File: src/rtl/count_enable_gen_pkg.sv
// count_enable_gen_pkg
// Shared types and default widths for the count_enable_gen block.
//   state_e          : run-control FSM states (IDLE, RUN)
//   DEF_DIV_WIDTH    : default width of the divide value / prescaler counter
//   DEF_BURST_WIDTH  : default width of the burst length / tick counter
package count_enable_gen_pkg;

  typedef enum logic {
    IDLE = 1'b0,
    RUN  = 1'b1
  } state_e;

  localparam int DEF_DIV_WIDTH   = 8;
  localparam int DEF_BURST_WIDTH = 8;

endpackage

File: src/rtl/count_enable_gen_if.sv
// count_enable_gen_if
// Control/status bundle between the controlling logic (master) and the
// enable generator (slave).
//   start, stop  : level-sampled run control
//   burst_mode   : 1 = burst run, 0 = free-run (latched at start)
//   div_val      : divide ratio N (0 behaves as 1), latched at start
//   burst_len    : ticks per burst, latched at start
//   tick         : registered one-cycle enable pulse, period N
//   busy         : high while the generator is running
//   done         : registered one-cycle pulse on burst completion
interface count_enable_gen_if
  import count_enable_gen_pkg::*;
#(
  parameter int DIV_WIDTH   = DEF_DIV_WIDTH,
  parameter int BURST_WIDTH = DEF_BURST_WIDTH
);

  logic                   start;
  logic                   stop;
  logic                   burst_mode;
  logic [DIV_WIDTH-1:0]   div_val;
  logic [BURST_WIDTH-1:0] burst_len;
  logic                   tick;
  logic                   busy;
  logic                   done;

  modport master (
    output start, stop, burst_mode, div_val, burst_len,
    input  tick, busy, done
  );

  modport slave (
    input  start, stop, burst_mode, div_val, burst_len,
    output tick, busy, done
  );

endinterface

File: src/rtl/enable_prescaler.sv
// enable_prescaler
// Holds the divide value latched at run start and counts clock cycles,
// flagging the terminal count once every N cycles while running.
//   clk, reset : clock, asynchronous active-high reset
//   load       : capture div_val (asserted on the start edge)
//   run        : counting enabled; when low the counter is held at 0
//   div_val    : divide ratio N; 0 is treated as 1
//   tc         : terminal count (counter == N-1) while running
module enable_prescaler #(
  parameter int DIV_WIDTH = 8
) (
  input  logic                 clk,
  input  logic                 reset,
  input  logic                 load,
  input  logic                 run,
  input  logic [DIV_WIDTH-1:0] div_val,
  output logic                 tc
);

  logic [DIV_WIDTH-1:0] term_q;
  logic [DIV_WIDTH-1:0] cnt_q;

  always_ff @(posedge clk or posedge reset) begin
    if (reset) begin
      term_q <= '0;
      cnt_q  <= '0;
    end else begin
      // N-1 is stored so N=0 and N=1 both give a terminal value of 0.
      if (load)
        term_q <= (div_val == '0) ? '0 : div_val - DIV_WIDTH'(1);
      if (!run || tc)
        cnt_q <= '0;
      else
        cnt_q <= cnt_q + DIV_WIDTH'(1);
    end
  end

  assign tc = run && (cnt_q == term_q);

endmodule

File: src/rtl/count_enable_gen.sv
// count_enable_gen
// Programmable enable-pulse generator feeding the counters' enable input.
// Divides clk by a value latched at start and emits one-cycle tick pulses,
// free-running until stopped or, with COUNT_ENABLE_GEN_BURST_EN defined,
// for a fixed burst count ending with a done pulse.
//   clk, reset : clock, asynchronous active-high reset
//   bus        : count_enable_gen_if.slave (start/stop/burst_mode/div_val/
//                burst_len in; tick/busy/done out)
// Build option: `define COUNT_ENABLE_GEN_BURST_EN to include burst mode;
// otherwise burst_mode/burst_len are ignored and done is tied low.
module count_enable_gen
  import count_enable_gen_pkg::*;
#(
  parameter int DIV_WIDTH   = DEF_DIV_WIDTH,
  parameter int BURST_WIDTH = DEF_BURST_WIDTH
) (
  input  logic                 clk,
  input  logic                 reset,
  count_enable_gen_if.slave    bus
);

  state_e state_q, state_d;
  logic   tick_q, tick_d;
  logic   load;
  logic   run;
  logic   tc;

  assign load = (state_q == IDLE) && bus.start && !bus.stop;
  // Dropping run on stop clears the prescaler on the same edge.
  assign run  = (state_q == RUN) && !bus.stop;

  enable_prescaler #(
    .DIV_WIDTH (DIV_WIDTH)
  ) u_prescaler (
    .clk     (clk),
    .reset   (reset),
    .load    (load),
    .run     (run),
    .div_val (bus.div_val),
    .tc      (tc)
  );

`ifdef COUNT_ENABLE_GEN_BURST_EN
  logic                   mode_q, mode_d;
  logic [BURST_WIDTH-1:0] len_q, len_d;
  logic [BURST_WIDTH-1:0] tcnt_q, tcnt_d;
  logic                   done_q, done_d;

  always_comb begin
    state_d = state_q;
    tick_d  = 1'b0;
    done_d  = 1'b0;
    mode_d  = mode_q;
    len_d   = len_q;
    tcnt_d  = tcnt_q;
    case (state_q)
      IDLE: begin
        if (load) begin
          state_d = RUN;
          mode_d  = bus.burst_mode;
          len_d   = bus.burst_len;
          tcnt_d  = '0;
        end
      end
      RUN: begin
        if (bus.stop) begin
          state_d = IDLE;
        end else if (mode_q) begin
          if (len_q == '0) begin
            // Empty burst: finish on the first running edge with no tick.
            done_d  = 1'b1;
            state_d = IDLE;
          end else if (tc) begin
            tick_d = 1'b1;
            tcnt_d = tcnt_q + BURST_WIDTH'(1);
            if (tcnt_q == len_q - BURST_WIDTH'(1)) begin
              done_d  = 1'b1;
              state_d = IDLE;
            end
          end
        end else begin
          tick_d = tc;
        end
      end
      default: state_d = IDLE;
    endcase
  end

  always_ff @(posedge clk or posedge reset) begin
    if (reset) begin
      mode_q <= 1'b0;
      len_q  <= '0;
      tcnt_q <= '0;
      done_q <= 1'b0;
    end else begin
      mode_q <= mode_d;
      len_q  <= len_d;
      tcnt_q <= tcnt_d;
      done_q <= done_d;
    end
  end

  assign bus.done = done_q;
`else
  logic unused_burst;

  always_comb begin
    state_d = state_q;
    tick_d  = 1'b0;
    case (state_q)
      IDLE: if (load) state_d = RUN;
      RUN: begin
        if (bus.stop)
          state_d = IDLE;
        else
          tick_d = tc;
      end
      default: state_d = IDLE;
    endcase
  end

  assign unused_burst = ^{bus.burst_mode, bus.burst_len};
  assign bus.done     = 1'b0;
`endif

  always_ff @(posedge clk or posedge reset) begin
    if (reset) begin
      state_q <= IDLE;
      tick_q  <= 1'b0;
    end else begin
      state_q <= state_d;
      tick_q  <= tick_d;
    end
  end

  assign bus.tick = tick_q;
  assign bus.busy = (state_q == RUN);

endmodule

File: src/flat_wrapper.sv
// flat-port wrapper written by rule: the top's interface ports become plain ports
module count_enable_gen_flat import count_enable_gen_pkg::*;
#(
  parameter int DIV_WIDTH   = DEF_DIV_WIDTH,
  parameter int BURST_WIDTH = DEF_BURST_WIDTH
)
  (clk, reset, bus_start, bus_stop, bus_burst_mode, bus_div_val, bus_burst_len, bus_tick, bus_busy, bus_done);
  count_enable_gen_if #(.DIV_WIDTH(DIV_WIDTH), .BURST_WIDTH(BURST_WIDTH)) bus_i ();
  input  logic clk;
  input  logic reset;
  input wire logic [$bits(bus_i.start)-1:0] bus_start;
  input wire logic [$bits(bus_i.stop)-1:0] bus_stop;
  input wire logic [$bits(bus_i.burst_mode)-1:0] bus_burst_mode;
  input wire logic [$bits(bus_i.div_val)-1:0] bus_div_val;
  input wire logic [$bits(bus_i.burst_len)-1:0] bus_burst_len;
  output wire logic [$bits(bus_i.tick)-1:0] bus_tick;
  output wire logic [$bits(bus_i.busy)-1:0] bus_busy;
  output wire logic [$bits(bus_i.done)-1:0] bus_done;
  assign bus_i.start = bus_start;
  assign bus_i.stop = bus_stop;
  assign bus_i.burst_mode = bus_burst_mode;
  assign bus_i.div_val = bus_div_val;
  assign bus_i.burst_len = bus_burst_len;
  assign bus_tick = bus_i.tick;
  assign bus_busy = bus_i.busy;
  assign bus_done = bus_i.done;
  count_enable_gen #(.DIV_WIDTH(DIV_WIDTH), .BURST_WIDTH(BURST_WIDTH)) u_core (.clk(clk), .reset(reset), .bus(bus_i));
endmodule
File: config.mk
export PLATFORM = sky130hd
export DESIGN_NAME = count_enable_gen_flat
export DESIGN_NICKNAME = d
export VERILOG_FILES = /design/src/rtl/count_enable_gen_pkg.sv /design/src/rtl/count_enable_gen_if.sv /design/src/rtl/enable_prescaler.sv /design/src/rtl/count_enable_gen.sv /design/src/flat_wrapper.sv
export SDC_FILE = /design/constraint.sdc
export NUM_CORES = 1
export LEC_CHECK = 0
export CORE_MARGIN = 1
export CORE_UTILIZATION = 47
export DETAILED_ROUTE_END_ITERATION = 12
export PLACE_DENSITY_LB_ADDON = 0.2
export RECOVER_POWER = 25
export SYNTH_ARGS = -nofsm -noshare
export SYNTH_HDL_FRONTEND = slang
export SYNTH_SLANG_ARGS = --single-unit
export TNS_END_PERCENT = 10
File: constraint.sdc
create_clock -name clk -period 1.4 [get_ports clk]
set_input_delay 0.28 -clock clk [delete_from_list [all_inputs] [get_ports clk]]
set_output_delay 0.28 -clock clk [all_outputs]
set_load 0.03 [all_outputs]
# Yosys cells after proc, flatten, opt, wreduce, memory -nomap -nowiden
# Cells that the tools add are included.
# op_classes
addsub	2
n_eq_ne	1
mux	7
bitwise_logic	1
n_reduce_logical	8
# op_table
op	n
8-bit 2-to-1 mux	2
8-bit by 1-bit adder with 8-bit output, second input constant	1
8-bit equality test	1
8-bit zero test	1
8-bit by 1-bit subtractor with 8-bit output, second input constant	1
1-bit logical AND	4
1-bit 2-to-1 mux	4
1-bit zero test	2
1-bit one-hot mux with 2 select lines	1
1-bit logical OR	1
1-bit NOT	1
# word_totals
ff_bits	18
input_bits	21
out_inout_bits	3
word_cells	23

# Depth between registers and ports, before layout
# Gate-level depths: netlist of the first run.
# logic_depth
word_depth	5
ltp_mapped	5

# Cells and area by module
# From an unflattened synthesis of the first run, not the netlist that was laid out.
# hier_totals
cells_unflattened	102
hier_area_um2	987.2
# by_module_without_submodules
mod	instances	cells_each	area_each_um2	seq_area_each_um2
enable_prescaler	1	93	885.8	400.4
count_enable_gen	1	9	101.3	50.0

# Least setup slack after synthesis of the first run
# No wires, ideal clock.
# synth_timing
path_type	register to register
start	register u_core.state_q, in the netlist u_core.bus.busy
end	register u_core.u_prescaler.term_q[2]
setup_ps	83
t_arrival_ps	1166
t_required_ps	1317
slack_ps	151
path_stages_with_launch	5
period_less_slack_ps	1249
path_cell_list	dfrtp_1 > nor2_1 > nand2_2 > a31o_2 > o21ai_0
# synth_between
elab_chain_cells	3
# synth_lines
item	line	source
start: declaration	count_enable_gen.sv:22	state_e state_q, state_d;
start signal: assignment	count_enable_gen.sv:131	state_q <= state_d;
1-bit NOT	count_enable_gen.sv:28	assign load = (state_q == IDLE) && bus.start && !bus.stop;
1-bit logical AND (2 in series)	count_enable_gen.sv:28	
end signal: assignment	enable_prescaler.sv:30	term_q <= (div_val == '0) ? '0 : div_val - DIV_WIDTH'(1);
end: declaration	enable_prescaler.sv:20	logic [DIV_WIDTH-1:0] term_q;
# Every way passes these cells.
# A chain may end at the register's enable or synchronous reset.

# Worst setup path in the final report of the first run
# layout_timing
start	input bus_div_val[4]
end	register u_core.u_prescaler.term_q[2]
# layout_between
elab_chain_cells	2
# layout_lines
item	line	source
start: declaration	flat_wrapper.sv:14	input wire logic [$bits(bus_i.div_val)-1:0] bus_div_val;
8-bit zero test	enable_prescaler.sv:30	
8-bit 2-to-1 mux	enable_prescaler.sv:30	
# Every way passes these cells.

==> results of run 1 <==
[cell families after synthesis]
group	count (synthesis)	share of synthesized area
compound gates	10	0.06477
xor+xnor	19	0.1723
fa+ha+maj	3	0.03886
buf+inv	5	0.02331
flops	18	0.4663
mux	1	0.01036
other cells	1	0.003882
simple gates	43	0.2202
[critical path, delay by kind of cell]
| family | cells | cell delay [ns] |
|---|---|---|
| buffers and inverters | 1 | 0.46 |
| AO/OA/AOI/OAI | 2 | 0.39 |
| AND/OR/NAND/NOR | 1 | 0.36 |
[sequential cells by signal, summed over array words and instances (netlist names)]
name / count
u_core.bus.busy: 1
u_core.u_prescaler.term_q: 8
u_core.bus.tick: 1
u_core.u_prescaler.cnt_q: 8
[path summary, 6_finish.rpt]
| path | startpoint | endpoint | slack [ns] | cells after the start |
|---|---|---|---|---|
| max reg2reg | u_core.u_prescaler.cnt_q[3] | u_core.u_prescaler.cnt_q[6] | 0.14 | 4 |
| min reg2reg | u_core.u_prescaler.cnt_q[0] | u_core.u_prescaler.cnt_q[0] | 0.50 | 1 |
| min in group asynchronous | reset | u_core.u_prescaler.cnt_q[6] | 0.56 | 3 |
| max in group asynchronous | reset | u_core.u_prescaler.cnt_q[5] | 0.29 | 3 |
| max | bus_div_val[4] | u_core.u_prescaler.term_q[2] | 0.06 | 4 |
| min | u_core.u_prescaler.cnt_q[0] | u_core.u_prescaler.cnt_q[0] | 0.50 | 1 |
[cell type report]
cell class,instances,area [um^2]
Clock buffer,3,22.52
Fill cell,168,726.9
Inverter,4,15.01
Multi-Input combinational cell,77,494.2
Sequential cell,18,450.4
Tap cell,27,33.78
Timing Repair Buffer,23,198.9
[metal layers]
metal | global-route usage | vias up
li1 | - | 378
met1 | 0.1820 | 354
met2 | 0.3534 | 10
met3 | 0.02692 | 2
met4 | 0.1086 | 0
met5 | 0 | -
[power by group]
part	leakage, nW	switching [mW]	internal [mW]
Clock	0.0138	0.138	0.0997
Sequential	0.237	0.0358	0.565
Combinational	0.333	0.116	0.107
Total	0.584	0.290	0.772
[timing repair]
action | in CTS | in global routing
endpoints found under the setup margin | 2 | 8
setup buffers | 0 | 0
hold buffers | 0 | 0
cloned | 0 | 0
resized for setup | 2 | 1
[cell usage in the layout, fill, tap and decap left out, types with 2 or more instances in the layout]
cell,n
inv_1,4
xnor2_1,5
nor2_1,19
clkdlybuf4s50_1,11
dfrtp_1,18
nand2_1,11
buf_4,9
clkbuf_4,3
o21ai_0,6
and3_1,2
ha_1,3
dlygate4sd2_1,2
nand3_1,4
xor2_1,14
[through the flow]
stage	area (um^2)	setup WS, ns
2_1_floorplan	965.9	0.1514
3_3_place_gp	1197	-0.1905
3_5_place_dp	1197	-0.2521
4_1_cts	1217	0.02445
5_1_grt	1215	0.008661
6_report	1215	0.06298
==> tab_implementation.tex, run 1 <==
\begin{tabular}{lr}
\hline
Metric & Value \\
\hline
\multicolumn{2}{l}{\textbf{Route}} \\
DRT met1 WL & 697 um \\
Uppermost routed layer & met4 \\
DRC violation count after routing & 0 \\
WL met3 & about 26 um \\
Vias per Instance & 4.895 \\
Mean routed wirelength per cell & 11.30 um \\
Number of routed nets with antenna violations & 0 \\
Detailed-routing iteration count for the pre-antenna-repair pass & 4 \\
Total wire length & 1718 um \\
Count of routing violations after the opening detailed-route iteration & 10 \\
Length of routed met2 wiring & 975 um \\
Via total after detailed routing & 744 \\
\multicolumn{2}{l}{\textbf{Timing}} \\
Max-slew headroom at the worst pin & 0.3946 \\
Peak Freq & roughly 750 MHz \\
Final hold vios & 0 \\
Fin Hold WS & 0.5048 ns \\
RSZ-0062 raised after global routing & false \\
Post-Route Setup TNS & 0 ns \\
Worst Max-Slew Pin Slew & a little over 0.9 ns \\
Worst Skew & 0.002357 ns \\
Setup-violating endpoint count in the final report & 0 \\
Final critical path time including I/O delays and setup & 1.337 ns \\
Final slew viol count & 0 \\
Share of the cycle needed by the critical path after routing & 0.9550 \\
\multicolumn{2}{l}{\textbf{Run status}} \\
Outcome & completed \\
\multicolumn{2}{l}{\textbf{Yosys}} \\
Net Count, Synth & 124 \\
Largest cells by area after synthesis & dfrtp\_1, xor2\_1, nor2\_1, xnor2\_1, nand2\_1 \\
Number of enable-type register cells in the synthesized netlist & 0 \\
Share of Yosys cell area claimed by the top area cell type & 0.4663 \\
Seq cells post-synth & 18 \\
Count leader, synth & nor2\_1 \\
Cell type with the highest aggregate area in the netlist & dfrtp\_1 \\
Number of distinct standard cells referenced by the synthesized netlist & 24 \\
Share of flip-flops with an asynchronous set or reset & 1.000 \\
Post-synth design cell area & 965.9 um\^{}2 \\
Commonest cells post-synth & nor2\_1, dfrtp\_1, xor2\_1 \\
Count of yosys warnings during synthesis & 0 \\
Portion of the post-synthesis area used by sequential elements & 0.4663 \\
Ys flop type & dfrtp\_1 \\
Syn Area/Cell & 9.659 um\^{}2 \\
Post-synthesis instance total & 100 \\
\multicolumn{2}{l}{\textbf{GRT}} \\
Overall global routing resource usage & 0.1837 \\
Global-route wire length before repair & 2801 um \\
Pin count of the biggest net entering global routing & 19 \\
Congestion Overflow GR & 0 \\
Number of global-route vias before repair & roughly 750 \\
Number of antenna violations at the first check in global routing & 0 \\
\multicolumn{2}{l}{\textbf{Flow run}} \\
Max-capacitance violation count & 0 \\
\multicolumn{2}{l}{\textbf{CTS}} \\
Number of H-tree levels & 1 \\
Buffer cell driving the clock tree root & clkbuf\_4 \\
Clock input transition at the sequential cells of the worst setup and hold paths & about 0.090 ns \\
Number of clock buffers inserted by TritonCTS & 3 \\
Clock sink total & 18 \\
Maximum number of buffers from clock root to sink & 2 \\
Insertion delay of the later-clocked pin in the worst-skew pair & approximately 0.28 ns \\
CTS tree & built \\
\multicolumn{2}{l}{\textbf{Pwr}} \\
Power per unit of standard cell area & 873.8 mW/mm\^{}2 \\
IR Drop Worst-Case VDD & 0.0004665 V \\
Post-layout total power & 1.062 mW \\
Leakage & 0.5842 nW \\
\multicolumn{2}{l}{\textbf{Die}} \\
Core area & between 0.0015 and 0.002 mm\^{}2 \\
Horizontal die dimension & roughly 47 um \\
Total I/O pin count & 24 \\
Initial standard-cell utilization of the core & 0.4974 \\
DIE AREA & 0.002241 mm\^{}2 \\
Die Ht & 47.34 um \\
Rows & 16 \\
\multicolumn{2}{l}{\textbf{Layout}} \\
Fin cells & between 150 and 200 \\
Core utilization of the finished layout & 0.6256 \\
Layout net count & 151 \\
Area growth from synthesis to layout & 25.78\% \\
Antenna diode count & 0 \\
Layout cell share with drive strength beyond 1 & 0.1520 \\
\multicolumn{2}{l}{\textbf{Worst setup path}} \\
Crit path arrival time & 1.50 ns \\
Cells along the critical path & clkdlybuf4s50\_1, nor4\_4, a31o\_2, o21ai\_0 \\
Setup Crit Path Kind & input port to flip-flop \\
Critical Path End Type & flip-flop \\
Crit path max fanout & 7 \\
Critical path launch point type & input port \\
Crit path largest cell delay & 0.46 ns \\
Critical path data required time & 1.56 ns \\
Cell with the largest stage delay on the worst path & clkdlybuf4s50\_1 \\
\multicolumn{2}{l}{\textbf{Place}} \\
Global placement routability congestion & 0.7718 \\
Final HPWL DP & 1439 um \\
Buffers added on ports & 13 \\
Post-placement cell count & roughly 150 \\
\multicolumn{2}{l}{\textbf{Min path}} \\
Worst min-delay path class & flip-flop to flip-flop \\
\hline
\end{tabular}
Note: power is estimated with default switching activity, not from simulation.
==> run 2, diff against run 1 <==
Settings changed: HOLD_SLACK_MARGIN from default to 0.1.
==> results of run 2 <==
No change in the layout: final DEF, timing and power equal those of run 1.
